$ cat src/rtl/matstore_pkg.sv
// rtl/matstore_pkg.sv - shared constants, slot entry type, FSM states and helpers for the matrix slot allocator
package matstore_pkg;

  localparam int SLOT_WORDS = 25;
  localparam int MAX_DIM    = 5;
  // Age width is sized for the largest supported slot count (16)
  localparam int MAX_SLOTS  = 16;
  localparam int AGE_W      = $clog2(MAX_SLOTS) + 1;
  localparam logic [AGE_W-1:0] AGE_MAX = '1;

  typedef struct packed {
    logic             valid;
    logic [2:0]       m;
    logic [2:0]       n;
    logic [AGE_W-1:0] age;
  } entry_t;

  typedef enum logic [2:0] {
    ST_IDLE,
    ST_SCAN_A,
    ST_GRANT,
    ST_WAIT_COMMIT,
    ST_SCAN_L,
    ST_RESULT
  } state_t;

  // A matrix dimension is legal when it lies in 1..MAX_DIM
  function automatic logic dim_legal(input logic [2:0] d);
    return (d != 3'd0) && (d <= 3'(MAX_DIM));
  endfunction

  // Ages stop at all-ones so long-lived entries tie instead of wrapping to young
  function automatic logic [AGE_W-1:0] age_inc(input logic [AGE_W-1:0] a);
    return (a == AGE_MAX) ? a : a + 1'b1;
  endfunction

endpackage

$ cat src/rtl/matstore_slot_table.sv
// rtl/matstore_slot_table.sv - slot entry registers with scanner read port and age/commit/invalidate write logic
module matstore_slot_table
  import matstore_pkg::*;
#(
  parameter int NUM_SLOTS = 16,
  parameter int IDX_W     = $clog2(NUM_SLOTS)
) (
  input  logic             clk,
  input  logic             rst,
  input  logic [IDX_W-1:0] i_rd_idx,
  output logic             o_rd_valid,
  output logic [2:0]       o_rd_m,
  output logic [2:0]       o_rd_n,
  output logic [AGE_W-1:0] o_rd_age,
  input  logic             i_inv_en,
  input  logic [IDX_W-1:0] i_inv_idx,
  input  logic             i_commit_en,
  input  logic             i_touch_en,
  input  logic [IDX_W-1:0] i_upd_idx,
  input  logic [2:0]       i_upd_m,
  input  logic [2:0]       i_upd_n
);

  entry_t r_tab [NUM_SLOTS];
  entry_t w_rd;

  assign w_rd       = r_tab[i_rd_idx];
  assign o_rd_valid = w_rd.valid;
  assign o_rd_m     = w_rd.m;
  assign o_rd_n     = w_rd.n;
  assign o_rd_age   = w_rd.age;

  // Commit and LRU touch both make the target youngest and age every other live entry
  always_ff @(posedge clk or posedge rst) begin
    if (rst) begin
      for (int k = 0; k < NUM_SLOTS; k++) begin
        r_tab[k] <= '0;
      end
    end else begin
      for (int k = 0; k < NUM_SLOTS; k++) begin
        if (i_commit_en || i_touch_en) begin
          if (IDX_W'(k) == i_upd_idx) begin
            r_tab[k].age <= '0;
            if (i_commit_en) begin
              r_tab[k].valid <= 1'b1;
              r_tab[k].m     <= i_upd_m;
              r_tab[k].n     <= i_upd_n;
            end
          end else if (r_tab[k].valid) begin
            r_tab[k].age <= age_inc(r_tab[k].age);
          end
        end
        if (i_inv_en && (IDX_W'(k) == i_inv_idx)) begin
          r_tab[k].valid <= 1'b0;
        end
      end
    end
  end

endmodule

$ cat src/rtl/matrix_slot_allocator.sv
// rtl/matrix_slot_allocator.sv - matrix RAM slot scheduler and lookup resolver; MATSTORE_LRU_EN makes lookup hits refresh ages (LRU eviction)
module matrix_slot_allocator #(
  parameter int NUM_SLOTS  = 16,
  parameter int SLOT_WORDS = matstore_pkg::SLOT_WORDS,
  parameter int PER_DIM    = 2,
  parameter int ADDR_W     = 9
) (
  input  logic              clk,
  input  logic              rst,
  input  logic              alloc_req,
  input  logic [2:0]        alloc_m,
  input  logic [2:0]        alloc_n,
  output logic              alloc_ready,
  output logic [ADDR_W-1:0] alloc_base,
  input  logic              commit,
  input  logic              abort,
  input  logic              lookup_req,
  input  logic [2:0]        lookup_m,
  input  logic [2:0]        lookup_n,
  input  logic [1:0]        lookup_id,
  output logic              lookup_valid,
  output logic              lookup_hit,
  output logic [ADDR_W-1:0] lookup_base,
  output logic [1:0]        lookup_count,
  output logic              busy
);
  import matstore_pkg::*;

  localparam int IDX_W = $clog2(NUM_SLOTS);
  localparam int CNT_W = IDX_W + 1;
  localparam logic [CNT_W-1:0] SCAN_END = CNT_W'(NUM_SLOTS);
  localparam logic [CNT_W-1:0] QUOTA    = CNT_W'(PER_DIM);

  function automatic logic [ADDR_W-1:0] slot_base(input logic [IDX_W-1:0] idx);
    return ADDR_W'(idx) * ADDR_W'(SLOT_WORDS);
  endfunction

  state_t r_state, w_next;

  // Pending request flags and their captured operands
  logic       r_pend_a, r_pend_l;
  logic [2:0] r_pa_m, r_pa_n, r_pl_m, r_pl_n;
  logic [1:0] r_pl_id;
  // Operands of the operation currently being scanned/granted
  logic [2:0] r_cur_m, r_cur_n;
  logic [1:0] r_cur_id;

  // Scanner index runs 0..NUM_SLOTS; the final value is the decision step
  logic [CNT_W-1:0] r_idx;
  logic [CNT_W-1:0] r_cnt;
  logic [IDX_W-1:0] r_old_idx, r_sec_idx, r_free_idx, r_glob_idx;
  logic [AGE_W-1:0] r_old_age, r_sec_age, r_glob_age;
  logic             r_free_v, r_glob_v;

  logic [IDX_W-1:0]  r_victim, r_hit_idx;
  logic [ADDR_W-1:0] r_alloc_base, r_lbase;
  logic              r_lhit;
  logic [1:0]        r_lcnt;

  logic             w_alloc_in, w_take_a, w_take_l, w_scan_last, w_scanning, w_same;
  logic             w_inv_en, w_commit_en, w_touch_en, w_lhit;
  logic [IDX_W-1:0] w_victim, w_lhit_idx, w_upd_idx;
  logic             w_rd_valid;
  logic [2:0]       w_rd_m, w_rd_n;
  logic [AGE_W-1:0] w_rd_age;

  assign w_alloc_in  = alloc_req && dim_legal(alloc_m) && dim_legal(alloc_n);
  assign w_take_l    = (r_state == ST_IDLE) && (w_next == ST_SCAN_L);
  assign w_take_a    = (r_state == ST_IDLE) && (w_next == ST_SCAN_A);
  assign w_scan_last = (r_idx == SCAN_END);
  assign w_scanning  = ((r_state == ST_SCAN_A) || (r_state == ST_SCAN_L)) && !w_scan_last;
  assign w_same      = w_rd_valid && (w_rd_m == r_cur_m) && (w_rd_n == r_cur_n);

  // Quota breach reuses the oldest same-dim slot; otherwise first free, else evict globally oldest
  assign w_victim   = (r_cnt >= QUOTA) ? r_old_idx : (r_free_v ? r_free_idx : r_glob_idx);
  assign w_lhit     = ((r_cur_id == 2'd1) && (r_cnt >= CNT_W'(1))) ||
                      ((r_cur_id == 2'd2) && (r_cnt >= CNT_W'(2)));
  assign w_lhit_idx = (r_cur_id == 2'd2) ? r_sec_idx : r_old_idx;
  assign w_upd_idx  = (r_state == ST_RESULT) ? r_hit_idx : r_victim;

  assign alloc_ready  = (r_state == ST_GRANT);
  assign lookup_valid = (r_state == ST_RESULT);
  assign busy         = (r_state != ST_IDLE);
  assign alloc_base   = r_alloc_base;
  assign lookup_hit   = r_lhit;
  assign lookup_base  = r_lbase;
  assign lookup_count = r_lcnt;

  matstore_slot_table #(
    .NUM_SLOTS (NUM_SLOTS)
  ) u_table (
    .clk         (clk),
    .rst         (rst),
    .i_rd_idx    (r_idx[IDX_W-1:0]),
    .o_rd_valid  (w_rd_valid),
    .o_rd_m      (w_rd_m),
    .o_rd_n      (w_rd_n),
    .o_rd_age    (w_rd_age),
    .i_inv_en    (w_inv_en),
    .i_inv_idx   (r_victim),
    .i_commit_en (w_commit_en),
    .i_touch_en  (w_touch_en),
    .i_upd_idx   (w_upd_idx),
    .i_upd_m     (r_cur_m),
    .i_upd_n     (r_cur_n)
  );

  // State register
  always_ff @(posedge clk or posedge rst) begin
    if (rst) r_state <= ST_IDLE;
    else     r_state <= w_next;
  end

  // Next state and table write strobes; lookups win over allocs when both are waiting
  always_comb begin
    w_next      = r_state;
    w_inv_en    = 1'b0;
    w_commit_en = 1'b0;
    w_touch_en  = 1'b0;
    case (r_state)
      ST_IDLE: begin
        if (r_pend_l || lookup_req)      w_next = ST_SCAN_L;
        else if (r_pend_a || w_alloc_in) w_next = ST_SCAN_A;
      end
      ST_SCAN_A: if (w_scan_last) w_next = ST_GRANT;
      ST_GRANT: begin
        w_inv_en = 1'b1;
        w_next   = ST_WAIT_COMMIT;
      end
      ST_WAIT_COMMIT: begin
        if (abort) begin
          w_next = ST_IDLE;
        end else if (commit) begin
          w_commit_en = 1'b1;
          w_next      = ST_IDLE;
        end
      end
      ST_SCAN_L: if (w_scan_last) w_next = ST_RESULT;
      ST_RESULT: begin
`ifdef MATSTORE_LRU_EN
        w_touch_en = r_lhit;
`endif
        w_next = ST_IDLE;
      end
      default: w_next = ST_IDLE;
    endcase
  end

  // Request capture: one pending slot per kind, duplicates dropped; active operands loaded at scan start
  always_ff @(posedge clk or posedge rst) begin
    if (rst) begin
      r_pend_a <= 1'b0;
      r_pend_l <= 1'b0;
      r_pa_m   <= '0;
      r_pa_n   <= '0;
      r_pl_m   <= '0;
      r_pl_n   <= '0;
      r_pl_id  <= '0;
      r_cur_m  <= '0;
      r_cur_n  <= '0;
      r_cur_id <= '0;
    end else begin
      if (w_take_l)        r_pend_l <= 1'b0;
      else if (lookup_req) r_pend_l <= 1'b1;
      if (lookup_req && !r_pend_l && !w_take_l) begin
        r_pl_m  <= lookup_m;
        r_pl_n  <= lookup_n;
        r_pl_id <= lookup_id;
      end
      if (w_take_a)        r_pend_a <= 1'b0;
      else if (w_alloc_in) r_pend_a <= 1'b1;
      if (w_alloc_in && !r_pend_a && !w_take_a) begin
        r_pa_m <= alloc_m;
        r_pa_n <= alloc_n;
      end
      if (w_take_l) begin
        r_cur_m  <= r_pend_l ? r_pl_m  : lookup_m;
        r_cur_n  <= r_pend_l ? r_pl_n  : lookup_n;
        r_cur_id <= r_pend_l ? r_pl_id : lookup_id;
      end else if (w_take_a) begin
        r_cur_m  <= r_pend_a ? r_pa_m : alloc_m;
        r_cur_n  <= r_pend_a ? r_pa_n : alloc_n;
        r_cur_id <= '0;
      end
    end
  end

  // Scanner: one slot per cycle, strict '>' keeps the lowest index on age ties
  always_ff @(posedge clk or posedge rst) begin
    if (rst) begin
      r_idx      <= '0;
      r_cnt      <= '0;
      r_old_idx  <= '0;
      r_old_age  <= '0;
      r_sec_idx  <= '0;
      r_sec_age  <= '0;
      r_free_v   <= 1'b0;
      r_free_idx <= '0;
      r_glob_v   <= 1'b0;
      r_glob_idx <= '0;
      r_glob_age <= '0;
    end else if (w_take_a || w_take_l) begin
      r_idx    <= '0;
      r_cnt    <= '0;
      r_free_v <= 1'b0;
      r_glob_v <= 1'b0;
    end else if (w_scanning) begin
      r_idx <= r_idx + 1'b1;
      if (w_same) begin
        r_cnt <= r_cnt + 1'b1;
        if ((r_cnt == '0) || (w_rd_age > r_old_age)) begin
          r_sec_idx <= r_old_idx;
          r_sec_age <= r_old_age;
          r_old_idx <= r_idx[IDX_W-1:0];
          r_old_age <= w_rd_age;
        end else if ((r_cnt == CNT_W'(1)) || (w_rd_age > r_sec_age)) begin
          r_sec_idx <= r_idx[IDX_W-1:0];
          r_sec_age <= w_rd_age;
        end
      end
      if (!w_rd_valid && !r_free_v) begin
        r_free_v   <= 1'b1;
        r_free_idx <= r_idx[IDX_W-1:0];
      end
      if (w_rd_valid && (!r_glob_v || (w_rd_age > r_glob_age))) begin
        r_glob_v   <= 1'b1;
        r_glob_idx <= r_idx[IDX_W-1:0];
        r_glob_age <= w_rd_age;
      end
    end
  end

  // Decision step: latch victim/grant base or lookup result; values hold until the next decision
  always_ff @(posedge clk or posedge rst) begin
    if (rst) begin
      r_victim     <= '0;
      r_alloc_base <= '0;
      r_hit_idx    <= '0;
      r_lhit       <= 1'b0;
      r_lbase      <= '0;
      r_lcnt       <= '0;
    end else if (w_scan_last && (r_state == ST_SCAN_A)) begin
      r_victim     <= w_victim;
      r_alloc_base <= slot_base(w_victim);
    end else if (w_scan_last && (r_state == ST_SCAN_L)) begin
      r_hit_idx <= w_lhit_idx;
      r_lhit    <= w_lhit;
      r_lbase   <= w_lhit ? slot_base(w_lhit_idx) : '0;
      r_lcnt    <= (r_cnt > CNT_W'(3)) ? 2'd3 : r_cnt[1:0];
    end
  end

endmodule

$ cat config.mk
export PLATFORM = sky130hd
export DESIGN_NAME = matrix_slot_allocator
export DESIGN_NICKNAME = d
export VERILOG_FILES = /design/src/rtl/matstore_pkg.sv /design/src/rtl/matstore_slot_table.sv /design/src/rtl/matrix_slot_allocator.sv
export SDC_FILE = /design/constraint.sdc
export NUM_CORES = 1
export LEC_CHECK = 0
export ABC_AREA = 1
export BUFFER_PORTS_ARGS = -buffer_cell sky130_fd_sc_hd__buf_4
export CORE_MARGIN = 5
export CORE_UTILIZATION = 50
export CTS_CLUSTER_SIZE = 20
export DETAILED_ROUTE_END_ITERATION = 10
export PLACE_DENSITY = 0.65
export SETUP_SLACK_MARGIN = 0.05
export SYNTH_ARGS = -nofsm -noshare
export SYNTH_HDL_FRONTEND = slang
export SYNTH_SLANG_ARGS = --single-unit
export TNS_END_PERCENT = 1
$ cat constraint.sdc
create_clock -name clk -period 18.9 [get_ports clk]
set_input_delay 3.78 -clock clk [delete_from_list [all_inputs] [get_ports clk]]
set_output_delay 3.78 -clock clk [all_outputs]
set_load 0.02 [all_outputs]
==> metrics.md <==
| Metric | Value |
|---|---|
| RSZ-0062 raised after global routing | `no` |
| Hold Fails Final Rpt | `0` |
| Total CTS buffers | `34` |
| Cell mode on critical path | `nor2_1` |
| All-Layer GR Usage | `22.9%` |
| Uppermost layer routed | `met4` |
| MaxCap Viol Count | `0` |
| CP top delay family | `simple AND/OR/NAND/NOR gates` |
| RePlAce Congestion | `0.865` |
| Period utilization | `29.7%` |
| Initial Util | `50.3%` |
| Final Max Tran Viols | `0` |
| Fillers | `2958` |
| Met3 WL | `2.40 mm` |
| TritonCTS Sinks | `288` |
| Die footprint | `35200 um^2` |
| CP max stage cell | `nor2_1` |
| Fraction of registers with async set or reset after synthesis | `100%` |
| Worst setup startpoint | `r_state[2]` |
| Commonest non-fill, non-tap cell in the layout | `nand2_1` |
| Antenna-violating nets left | `0` |
| Final instance area | `17400 um^2` |
| Resized cells post-CTS | `0` |
| Synth cell types | `50` |
| Layout Area Growth over Synthesis | `10.3%` |
| Mean post-synth cell area | `7.80 um^2` |
| Fin nets | `2125` |
| Pwr dens | `131 nW/um^2` |
| Finish-stage setup viols | `0` |
| CP max FO | `5` |
| H-Tree Depth | `2` |
| Initial antenna violation count | `0` |
| Startpoint Class | `register` |
| DRC | `0` |
| Slew headroom | `about 34%` |
| Post-detail-place hpwl | `between 20 and 30 mm` |
| TritonCTS clock tree | `yes` |
| Buf+Inv Stages, Crit Path | `2` |
| Crit path kind | `register to output port` |
| Vias in the first global route | `about 13000` |
| I/O pin count | `44` |
| PortBufs | `between 40 and 50` |
| Die Ht | `around 190 um` |
| Post-synthesis register bit count | `288` |
| Post-route minimum period | `5610 ps` |
| Crit path DAT | `1830 ps` |
| Sequential-to-total area share from yosys stat | `45.6%` |
| Cells after synthesis | `2025` |
| Delay of the slowest critical-path stage | `420 ps` |
| Post-DP Area | `16300 um^2` |
| Setup TNS Final | `0 ps` |
| Number of synthesized flops with an enable pin | `0` |
| CP Capture Type | `output port` |
| Main synth FF type | `dfrtp_1` |
| DIE WIDTH | `188 um` |
| Share of layout cells above drive strength 1 | `7.06%` |
| Max Clock Skew | `12.7 ps` |
| Worst r2r src | `r_idx[0]` |
| Status | `finished, final reports clean` |
| Hold_buf cts | `0` |
| Clk slew on worst S/H paths | `about 60 ps` |
| GRT overflow | `0` |
| Clk root buf | `clkbuf_16` |
| Vias | `13300` |
| DRT iter0 DRCs | `1195` |
| Mapped cell area | `15800 um^2` |
| CP cell instances | `nor2_1 > inv_1 > nor2_1 > buf_4` |
| Commonest non-fill, non-tap cells in the layout | `535 x nand2_1, 286 x dfrtp_1, 270 x inv_1` |
| Post-DR wirelength/cell | `16.5 um` |
| Core Region | `31400 um^2` |
| Max Root-Sink Buffers | `3` |
| Clock latency on the worst-skew pair | `510 ps` |
| FP Rows | `65` |
| Hold crit path type | `register to register` |
| Met1 WL | `18.4 mm` |
| Max VDD drop | `approximately 0.000080 V` |
| Largest net degree at the start of global routing | `between 100 and 150` |
| Diode count | `0` |
| Post-CTS repair timing setup buffer count | `0` |
| First-pass GRT wire length | `66.5 mm` |
| First-pass DRT Iterations | `6` |
| Hold path start | `r_sec_age[2]` |
| WL met2 | `around 19 mm` |
| Critical Path RT | `15120 ps` |
| Synth Warn # | `0` |
| Post-Syn Nets | `2119` |
| Routed wire length | `between 40 and 50 mm` |
| Worst Max-Slew Pin Slew | `between 900 and 1000 ps` |
| Leakage power | `0.00891 uW` |
| DR vias/cell | `5.42` |
| FMAX | `0.178 GHz` |
==> state kept, by name, indices dropped and copies added (netlist names), 5 cells and up <==
name and count:
r_idx 5, r_sec_age 5, r_cnt 5, lookup_base 9, r_old_age 5, u_table.r_tab 192, alloc_base 6, r_glob_age 5
==> final timing paths <==
check	cells past startpoint	slack, ps	end
max in group asynchronous	3	13840	u_table.r_tab[15]
setup / recovery	4	13290	alloc_ready
hold reg to reg	2	480	r_sec_age[2]
setup reg to reg	18	13450	r_sec_age[4]
min in group asynchronous	2	3480	r_pl_m[1]
hold / removal	2	480	r_sec_age[2]
==> per-layer routing <==
layer  track usage [%]  up-vias
met1              32.2     6308
met3              3.29       72
met5                 0        -
met2              37.0      378
li1                  -     6568
met4              6.66        0
==> cells by family after synthesis <==
family	after synthesis	synth area share [%]
simple gates	879	24.0
xor+xnor	27	1.50
mux	9	0.586
fa+ha+maj	74	5.96
buf+inv	366	9.55
flops	288	45.6
compound gates	382	12.8
==> worst min-delay path, stage by stage (launching register included) <==
cell	delay [ps]
dfrtp_1	340
nand2_1	60
nand2_1	40
==> final cells by class <==
| type | count | area, um^2 | area share, % |
|---|---|---|---|
| Sequential cell | 288 | 7210 | 41.4 |
| Tap cell | 402 | 503 | 2.89 |
| Clock buffer | 53 | 1050 | 6.00 |
| Multi-Input combinational cell | 1371 | 7080 | 40.6 |
| Timing Repair Buffer | 54 | 405 | 2.33 |
| Clock inverter | 7 | 110 | 0.632 |
| Inverter | 282 | 1070 | 6.12 |
==> synth_stat cells, types with 3 or more instances <==
cell | n | area [um^2]
buf_6 | 7 | 78.8
o22ai_1 | 13 | 81.3
buf_2 | 36 | 180
o21ai_1 | 17 | 85.1
nand2_1 | 535 | 2010
nand2_2 | 3 | 18.8
o21ai_0 | 253 | 1270
xor2_1 | 23 | 201
a21oi_1 | 68 | 340
mux2i_1 | 7 | 70.1
buf_4 | 10 | 75.1
a31oi_1 | 3 | 18.8
nand3_1 | 142 | 711
nand4_1 | 37 | 231
nor3_2 | 9 | 90.1
ha_1 | 72 | 901
inv_1 | 271 | 1020
or2_2 | 3 | 18.8
inv_2 | 9 | 33.8
o211ai_1 | 10 | 75.1
buf_1 | 7 | 26.3
a221oi_1 | 6 | 52.6
nor2_1 | 113 | 424
dfrtp_1 | 288 | 7210
clkbuf_1 | 24 | 90.1
xnor2_1 | 4 | 35.0
nor3_1 | 20 | 100
or2_1 | 4 | 25.0
==> metrics by stage <==
stage / std cells / worst slack (ps) / hold slack (ps) / total power, uW / util [%]
after global routing: 2457 / 12710 / 496 / 2440 / 55.5
final: 2457 / 13290 / 475 / 2280 / 55.5
after CTS: 2457 / 13300 / 475 / 2290 / 55.5
after floorplan: 2025 / 7170 / 437 / 1370 / -
after detailed placement: 2397 / 13120 / 460 / 1610 / 51.8
after global placement: 2397 / 13170 / 451 / 1590 / 51.8
==> report_power, final <==
| group | total, uW | switching [uW] | internal (uW) | leakage [uW] |
|---|---|---|---|---|
| Combinational | 848 | 595 | 253 | 0.00469 |
| Clock | 676 | 255 | 421 | 0.000569 |
| Sequential | 755 | 67.9 | 687 | 0.00365 |
| Total | 2280 | 918 | 1360 | 0.00891 |
Power figures use the tool's default switching activity.
